### src/rtl/bram_search_pkg.sv
// bram_search_pkg
// Shared definitions for the BRAM linear-search controller: the FSM state
// type and the default RAM word/address widths used as parameter defaults.
package bram_search_pkg;

  localparam int DEFAULT_DATA_WIDTH    = 8;
  localparam int DEFAULT_ADDRESS_WIDTH = 8;

  typedef enum logic [1:0] {
    IDLE = 2'd0,
    RD   = 2'd1,
    CMP  = 2'd2,
    DONE = 2'd3
  } state_t;

endpackage

### src/rtl/bram_search_ctrl.sv
// bram_search_ctrl
// Linear search of an external synchronous RAM (1-cycle read latency) for a
// key, from address 0 up to last_addr. Each address costs two cycles: RD
// issues the read, CMP compares the returned word. When idle, a host port
// may write the RAM directly; host writes during a search are dropped and
// flagged on host_wr_err.
//
// Ports:
//   clk, rst_n                 clock, asynchronous active-low reset
//   start, key, last_addr      search request, value to find, last address
//   host_we/addr/din           host write request (idle only)
//   host_wr_err                one-cycle pulse: a host write was rejected
//   ram_cs/we/oe/address/din   RAM control and write data
//   ram_dout                   RAM read data
//   busy, done                 search in progress, one-cycle completion pulse
//   found, position            result: key matched, first matching address
//   match_count                (BRAM_SEARCH_COUNT_EN only) number of matches
//
// Configuration: define BRAM_SEARCH_COUNT_EN to scan all addresses up to
// last_addr regardless of matches and report the match count.
module bram_search_ctrl
  import bram_search_pkg::*;
#(
  parameter int DATA_WIDTH    = DEFAULT_DATA_WIDTH,
  parameter int ADDRESS_WIDTH = DEFAULT_ADDRESS_WIDTH
) (
  input  logic                     clk,
  input  logic                     rst_n,
  input  logic                     start,
  input  logic [DATA_WIDTH-1:0]    key,
  input  logic [ADDRESS_WIDTH-1:0] last_addr,
  input  logic                     host_we,
  input  logic [ADDRESS_WIDTH-1:0] host_addr,
  input  logic [DATA_WIDTH-1:0]    host_din,
  output logic                     host_wr_err,
  output logic                     ram_cs,
  output logic                     ram_we,
  output logic                     ram_oe,
  output logic [ADDRESS_WIDTH-1:0] ram_address,
  output logic [DATA_WIDTH-1:0]    ram_din,
  input  logic [DATA_WIDTH-1:0]    ram_dout,
  output logic                     busy,
  output logic                     done,
  output logic                     found,
`ifdef BRAM_SEARCH_COUNT_EN
  output logic [ADDRESS_WIDTH:0]   match_count,
`endif
  output logic [ADDRESS_WIDTH-1:0] position
);

`ifdef BRAM_SEARCH_COUNT_EN
  localparam bit STOP_ON_MATCH = 1'b0;
`else
  localparam bit STOP_ON_MATCH = 1'b1;
`endif

  state_t                   state, state_next;
  logic [DATA_WIDTH-1:0]    key_q;
  logic [ADDRESS_WIDTH-1:0] last_q;
  logic [ADDRESS_WIDTH-1:0] counter;
  logic                     hit;
  logic                     at_last;
  logic                     finish;

  assign busy    = (state != IDLE);
  assign done    = (state == DONE);
  assign hit     = (ram_dout == key_q);
  // Stopping on counter == last_q (rather than on counter overflow) lets a
  // full-range search end at the top address without wrapping.
  assign at_last = (counter == last_q);
  assign finish  = at_last || (hit && STOP_ON_MATCH);

  // NOTE: sequential state uses non-blocking assignments so every flop
  // samples the pre-edge values regardless of process ordering.
  always_ff @(posedge clk or negedge rst_n) begin
    if (!rst_n) state <= IDLE;
    else        state <= state_next;
  end

  // NOTE: every output of this block gets a default before the case so no
  // path leaves a signal unassigned, which would infer a latch.
  always_comb begin
    state_next  = state;
    ram_cs      = 1'b0;
    ram_we      = 1'b0;
    ram_oe      = 1'b0;
    ram_address = '0;
    ram_din     = '0;
    unique case (state)
      IDLE: begin
        if (start) begin
          state_next = RD;
        end else if (host_we && rst_n) begin
          // Gated by rst_n so a held reset keeps the RAM strobes low even
          // while the host is asserting a write.
          ram_cs      = 1'b1;
          ram_we      = 1'b1;
          ram_address = host_addr;
          ram_din     = host_din;
        end
      end
      RD: begin
        ram_cs      = 1'b1;
        ram_oe      = 1'b1;
        ram_address = counter;
        state_next  = CMP;
      end
      CMP:     state_next = finish ? DONE : RD;
      DONE:    state_next = IDLE;
      default: state_next = IDLE;
    endcase
  end

  always_ff @(posedge clk or negedge rst_n) begin
    if (!rst_n) begin
      key_q       <= '0;
      last_q      <= '0;
      counter     <= '0;
      found       <= 1'b0;
      position    <= '0;
      host_wr_err <= 1'b0;
`ifdef BRAM_SEARCH_COUNT_EN
      match_count <= '0;
`endif
    end else begin
      // A write is rejected when a search is running or is being accepted
      // on the same edge.
      host_wr_err <= host_we && (busy || start);
      unique case (state)
        IDLE: begin
          if (start) begin
            key_q    <= key;
            last_q   <= last_addr;
            counter  <= '0;
            found    <= 1'b0;
            position <= '0;
`ifdef BRAM_SEARCH_COUNT_EN
            match_count <= '0;
`endif
          end
        end
        CMP: begin
          // Only the first match sets the position; later matches are
          // counted when the full scan is enabled.
          if (hit && !found) begin
            found    <= 1'b1;
            position <= counter;
          end
`ifdef BRAM_SEARCH_COUNT_EN
          if (hit) match_count <= match_count + (ADDRESS_WIDTH+1)'(1);
`endif
          if (!finish) counter <= counter + ADDRESS_WIDTH'(1);
        end
        default: ;
      endcase
    end
  end

endmodule
### config.mk
export PLATFORM = sky130hd
export DESIGN_NAME = bram_search_ctrl
export DESIGN_NICKNAME = d
export VERILOG_FILES = /design/src/rtl/bram_search_pkg.sv /design/src/rtl/bram_search_ctrl.sv
export SDC_FILE = /design/constraint.sdc
export NUM_CORES = 1
export LEC_CHECK = 0
export CAP_MARGIN = 20
export CORE_UTILIZATION = 47
export CTS_CLUSTER_SIZE = 20
export DETAILED_ROUTE_END_ITERATION = 16
export PLACE_DENSITY = 0.95
export REMOVE_ABC_BUFFERS = 1
export SLEW_MARGIN = 20
export SYNTH_ARGS = -nofsm -noshare
export SYNTH_HDL_FRONTEND = slang
export SYNTH_SLANG_ARGS = --single-unit
### constraint.sdc
create_clock -name clk -period 2.5 [get_ports clk]
set_clock_uncertainty 0.2 [all_clocks]
set_input_delay 0.375 -clock clk [delete_from_list [all_inputs] [get_ports clk]]
set_output_delay 0.375 -clock clk [all_outputs]
set_load 0.01 [all_outputs]
# After elaboration in Yosys (flattened, before gate mapping)
# Cells that the tools add are included.
# classes
n_addsub	1
eq_ne	8
muxes	22
reduce_logical	12
# op_table
cell	n
8-bit two-way mux	8
8-bit case mux with 2 select lines	3
8-bit equality test	2
8-bit by 1-bit adder with 8-bit output, second input constant	1
2-bit case mux with 4 select lines	1
1-bit two-way mux	6
2-bit != test, second input constant	3
3-bit AND reduction	2
2-bit equality test, second input constant	2
2-bit two-way mux	2
1-bit case mux with 2 select lines	2
2-bit nonzero test	2
1-bit logical AND	3
2-bit by 1-bit equality test with 1-bit output, second input constant	1
2-bit zero test	1
1-bit logical OR	2
2-bit AND reduction	1
1-bit zero test	1
# word_totals
ff_bits	36
input_bits	44
out_inout_bits	31
elab_cells	50

# Longest topological paths before layout
# depth
depth_word	4
ltp_mapped	7
ltp_nobuf	5

# Worst setup path before layout
# Ideal clock, no wire load.
# synth_timing
path_type	register -> output
start	register state[1]
end	output port ram_din[0]
arrival_time_ns	1.393
required_time_ns	1.925
path_slack_ns	0.532
stages_incl_launch_ff	8
path_buffers	2
path_cell_list	dfrtp_1 -> nor2_1 -> inv_2 -> nor2_1 -> and3_1 -> buf_4 -> buf_4 -> and2_1
# synth_between
elab_chain_len	2
# synth_rtl
item	line	text
start, declared	bram_search_ctrl.sv:57	state_t state, state_next;
start signal, assigned	bram_search_ctrl.sv:77	else state <= state_next;
2-bit zero test	bram_search_ctrl.sv:89	unique case (state)
8-bit two-way mux	bram_search_ctrl.sv:89	
end, declared	bram_search_ctrl.sv:40	output logic [DATA_WIDTH-1:0] ram_din,
# Every way passes these cells.

# Worst setup path after layout
# layout_timing
start	register state[1]
end	output port ram_oe
# layout_between
elab_chain_len	2
# layout_rtl
item	line	text
2-bit by 1-bit equality test with 1-bit output	bram_search_ctrl.sv:89	
1-bit two-way mux	bram_search_ctrl.sv:89	
end, declared	bram_search_ctrl.sv:38	output logic ram_oe,
# Every way passes these cells.

==> metrics.txt <==
# TYPE chip_impl_metric gauge
chip_impl_metric{name="num_rows",unit=""} 22
chip_impl_metric{name="synthesis.instances",unit=""} 175
chip_impl_metric{name="layout.cells.non_filler",unit=""} 306
chip_impl_metric{name="finalInstanceArea",unit="um^2"} 2840
chip_impl_metric{name="crit_fanout",unit=""} 6
chip_impl_metric{name="setup_violations",unit=""} 0
chip_impl_metric{name="insertedDiodeCount",unit=""} 0
chip_impl_metric{name="power_per_cell_area",unit="nW/um^2"} 783
chip_impl_metric{name="num_io_pins",unit=""} 75
chip_impl_metric{name="cts.htree.levels",unit=""} 2
chip_impl_metric{name="clk_latency",unit="ns"} 0.27
chip_impl_info{name="tritoncts",value="built"} 1
chip_impl_metric{name="tritoncts.num_buffers",unit=""} 5
chip_impl_metric{name="grt_overflow",unit=""} 0
chip_impl_metric{name="seq_area_frac_synth",unit="%"} 46.4
chip_impl_metric{name="layout-drive-gt1-share",unit="%"} 19.8
chip_impl_metric{name="worst-slew-pin-transition",unit="ns"} 0.445
chip_impl_info{name="timing.critical_path.from_type",value="register"} 1
chip_impl_metric{name="fin_crit_sh",unit="%"} 94.1
chip_impl_info{name="most-common-layout-cells",value="sky130_fd_sc_hd__clkdlybuf4s50_1 (55), sky130_fd_sc_hd__dfrtp_1 (36), sky130_fd_sc_hd__nand2_1 (18)"} 1
chip_impl_metric{name="floorplan.initialDensity",unit="%"} 51.1
chip_impl_metric{name="final_core_utilization",unit="%"} 74.7
chip_impl_metric{name="placeableCoreArea",unit="um^2"} 3800
chip_impl_info{name="layout_commonest_cell",value="sky130_fd_sc_hd__clkdlybuf4s50_1"} 1
chip_impl_info{name="grt_setup_unrepaired",value="false"} 1
chip_impl_metric{name="area_delta_synth_final",unit="%"} 46.1
chip_impl_metric{name="synthesis.area_per_instance",unit="um^2"} 11.1
chip_impl_metric{name="max_clock_freq",unit="GHz"} 0.425
chip_impl_metric{name="wirelength",unit="um"} 4340
chip_impl_metric{name="clkSinkCount",unit=""} 36
chip_impl_metric{name="ctsLongestPathBuffers",unit=""} 2
chip_impl_info{name="violations",value="hold timing"} 1
chip_impl_metric{name="synth-warning-count",unit=""} 0
chip_impl_metric{name="die_width",unit="um"} 66.3
chip_impl_metric{name="hold_viol_final",unit=""} 25
chip_impl_metric{name="place_congestion",unit=""} 0.802
chip_impl_metric{name="drv.max_cap_violation_count",unit=""} 0
chip_impl_metric{name="netlist-cell-type-count",unit=""} 36
chip_impl_info{name="cp-end-kind",value="output pin"} 1
chip_impl_metric{name="dp_cells",unit=""} 297
chip_impl_info{name="status",value="finished, violations left"} 1
chip_impl_metric{name="die-height",unit="um"} 66.3
chip_impl_metric{name="p_leak",unit="nW"} 1.31
chip_impl_metric{name="design.die.area",unit="um^2"} 4390
chip_impl_metric{name="seq_power_share",unit="%"} 41.5
chip_impl_metric{name="num_vias",unit=""} 1563
chip_impl_metric{name="timing.final.max_slew_violations",unit=""} 0
chip_impl_metric{name="whs",unit="ns"} -0.00386
chip_impl_metric{name="number_of_antenna_violations_at_the_first_check_in_global_routing",unit=""} 0
chip_impl_metric{name="synth_seq_cells",unit=""} 36
chip_impl_metric{name="final_net_count",unit=""} 303
chip_impl_metric{name="route.antenna.remaining_nets",unit=""} 0
chip_impl_metric{name="track_usage",unit="%"} 21.6
chip_impl_metric{name="worst-endpoint-required",unit="ns"} 1.92
chip_impl_metric{name="holdBufCountCts",unit=""} 0
chip_impl_metric{name="firstDrtPassIters",unit=""} 4
chip_impl_metric{name="detail_route.iter0.violations",unit=""} 70
chip_impl_metric{name="grt_start_max_net_pins",unit=""} 37
chip_impl_info{name="cts.root.buffer_cell",value="sky130_fd_sc_hd__clkbuf_8"} 1
chip_impl_info{name="hp-class",value="in -> async"} 1
chip_impl_metric{name="placedInstanceArea",unit="um^2"} 2750
chip_impl_metric{name="power.clock.fraction",unit="%"} 16.8
chip_impl_metric{name="routedWlPerCell",unit="um"} 14.2
chip_impl_info{name="worst_setup_path_class",value="reg -> out"} 1
chip_impl_metric{name="finalCriticalPeriod",unit="ns"} 2.35
chip_impl_metric{name="dpl.hpwl",unit="um"} 3260
chip_impl_metric{name="irDropWorstVdd",unit="mV"} 0.480
chip_impl_metric{name="internal-power",unit="mW"} 1.48
chip_impl_metric{name="routed_via_density",unit=""} 5.11
chip_impl_metric{name="residual_drc",unit=""} 0
chip_impl_metric{name="clk_pin_slew",unit="ns"} 0.07
chip_impl_metric{name="worst_slew_margin_rel",unit="%"} 70.3
chip_impl_metric{name="switching_share",unit="%"} 33.1
chip_impl_metric{name="first_global_vias",unit=""} 1579
chip_impl_metric{name="power_switching",unit="mW"} 0.736
chip_impl_metric{name="fill_cells",unit=""} 263
chip_impl_metric{name="grt_first_pass_wirelength",unit="um"} 7260
chip_impl_metric{name="io_buffers",unit=""} 74
chip_impl_metric{name="critPathArrivalTime",unit="ns"} 1.78
chip_impl_metric{name="p_comb_share",unit="%"} 41.7
chip_impl_metric{name="synth_area",unit="um^2"} 1940
## metrics by stage
step | hold slack (ns) | setup TNS [ns] | total power, mW | worst slack, ns
floorplan | -0.121 | 0 | 1.47 | 0.462
global placement | 0.290 | -0.322 | 1.81 | -0.0737
detailed placement | 0.296 | -1.33 | 1.84 | -0.106
CTS | 0.00524 | 0 | 2.23 | 0.0895
global route | 0.0217 | 0 | 2.37 | 0.0866
finish | -0.00386 | 0 | 2.22 | 0.146
## synthesized netlist by cell type
| cell | count | area share [%] |
|---|---|---|
| sky130_fd_sc_hd__dfrtp_1 | 36 | 46 |
| sky130_fd_sc_hd__nand2_1 | 18 | 3.5 |
| sky130_fd_sc_hd__mux2_2 | 16 | 9.3 |
| sky130_fd_sc_hd__xnor2_1 | 16 | 7.2 |
| sky130_fd_sc_hd__mux2i_1 | 14 | 7.2 |
| sky130_fd_sc_hd__and2_1 | 9 | 2.9 |
| sky130_fd_sc_hd__inv_1 | 8 | 1.5 |
| sky130_fd_sc_hd__a22o_1 | 7 | 3.2 |
| sky130_fd_sc_hd__nor2_1 | 6 | 1.2 |
| sky130_fd_sc_hd__nand4_1 | 5 | 1.6 |
| sky130_fd_sc_hd__nor3_1 | 5 | 1.3 |
| sky130_fd_sc_hd__buf_2 | 3 | 0.77 |
| sky130_fd_sc_hd__buf_6 | 3 | 1.7 |
| sky130_fd_sc_hd__nor2b_1 | 3 | 0.97 |
| sky130_fd_sc_hd__buf_4 | 2 | 0.77 |
| sky130_fd_sc_hd__clkbuf_1 | 2 | 0.39 |
| sky130_fd_sc_hd__nand3_1 | 2 | 0.52 |
| sky130_fd_sc_hd__nand4_2 | 2 | 1.3 |
| sky130_fd_sc_hd__a21oi_1 | 1 | 0.26 |
| sky130_fd_sc_hd__a22o_2 | 1 | 0.52 |
| sky130_fd_sc_hd__and3_1 | 1 | 0.32 |
| sky130_fd_sc_hd__ha_1 | 1 | 0.64 |
| sky130_fd_sc_hd__inv_2 | 1 | 0.19 |
| sky130_fd_sc_hd__mux2_1 | 1 | 0.58 |
| sky130_fd_sc_hd__nand2_2 | 1 | 0.32 |
| sky130_fd_sc_hd__nand2b_1 | 1 | 0.32 |
| sky130_fd_sc_hd__nand2b_2 | 1 | 0.45 |
| sky130_fd_sc_hd__nor2_4 | 1 | 0.58 |
| sky130_fd_sc_hd__nor3_2 | 1 | 0.52 |
| sky130_fd_sc_hd__nor4_2 | 1 | 0.64 |
| sky130_fd_sc_hd__nor4b_2 | 1 | 0.77 |
| sky130_fd_sc_hd__o211ai_1 | 1 | 0.39 |
| sky130_fd_sc_hd__o211ai_2 | 1 | 0.64 |
| sky130_fd_sc_hd__o21ai_0 | 1 | 0.26 |
| sky130_fd_sc_hd__or2_2 | 1 | 0.32 |
| sky130_fd_sc_hd__or4_4 | 1 | 0.58 |
## cell type report
| cell class | instances | area, um^2 | area share, % |
|---|---|---|---|
| Clock buffer | 6 | 72.6 | 2.56 |
| Clock inverter | 1 | 5.00 | 0.176 |
| Inverter | 9 | 33.8 | 1.19 |
| Multi-Input combinational cell | 120 | 946 | 33.3 |
| Sequential cell | 36 | 901 | 31.7 |
| Tap cell | 48 | 60.1 | 2.12 |
| Timing Repair Buffer | 86 | 820 | 28.9 |
## power groups by stage
stage          combinational, mW  clock, mW  sequential (mW)
2_1_floorplan              0.575          0            0.896
3_3_place_gp               0.895          0            0.917
3_5_place_dp               0.915          0            0.927
4_1_cts                    0.930      0.379            0.918
5_1_grt                     1.01      0.413            0.940
6_report                   0.927      0.373            0.921
## critical path, stage by stage, from the launching register on
cell,delay (ns)
sky130_fd_sc_hd__dfrtp_1,0.39
sky130_fd_sc_hd__buf_4,0.16
sky130_fd_sc_hd__nor2b_1,0.23
sky130_fd_sc_hd__buf_4,0.19
sky130_fd_sc_hd__clkdlybuf4s50_1,0.54
## metal layers
metal  wire, um  vias up  part of all wire (%)  global-route usage (%)
met5          0        -                     0                       0
met4         55        0                   1.3                    4.52
met3        157        4                   3.6                    4.66
met2       2240       40                    51                    37.2
met1       1890      757                    44                    27.7
li1           -      762                     -                       -
## cell families (layout without fill, tap and decap cells)
family                     Yosys count  count (layout)  synth area share (%)
buffers and inverters               19             102                  5.41
DFF                                 36              36                  46.4
and+or+nand+nor                     60              60                  18.0
adders and majority gates            1               1                 0.644
muxes                               31              31                  17.1
xor gates and xnor gates            16              16                  7.22
AOI/OAI and AO/OA                   12              12                  5.22
## what timing repair did
action                                  4_1_cts  5_1_grt
buffers inserted                              2        0
gates resized for setup                      20        1
pin swaps                                     2        0
endpoints found under the setup margin       18        1
## sequential cells by signal (all words and copies together), names as in the netlist
signal / count
key_q: 8
last_q: 8
found: 1
host_wr_err: 1
position: 8
counter: 8
state: 2
## path summary, 6_finish.rpt
check	startpoint	to	slack, ns	depth (start not counted)
max	state[1]$_DFFE_PN0P_	ram_oe	0.15	4
min	rst_n	counter[5]$_DFFE_PN0P_	-0.004	2
max reg2reg	counter[0]$_DFFE_PN0P_	counter[1]$_DFFE_PN0P_	0.65	5
min reg2reg	key_q[5]$_DFFE_PN0P_	key_q[5]$_DFFE_PN0P_	0.33	1
max in group asynchronous	rst_n	state[1]$_DFFE_PN0P_	1.79	2
min in group clk	key_q[5]$_DFFE_PN0P_	key_q[5]$_DFFE_PN0P_	0.33	1
(Power assumes the default switching activity.)
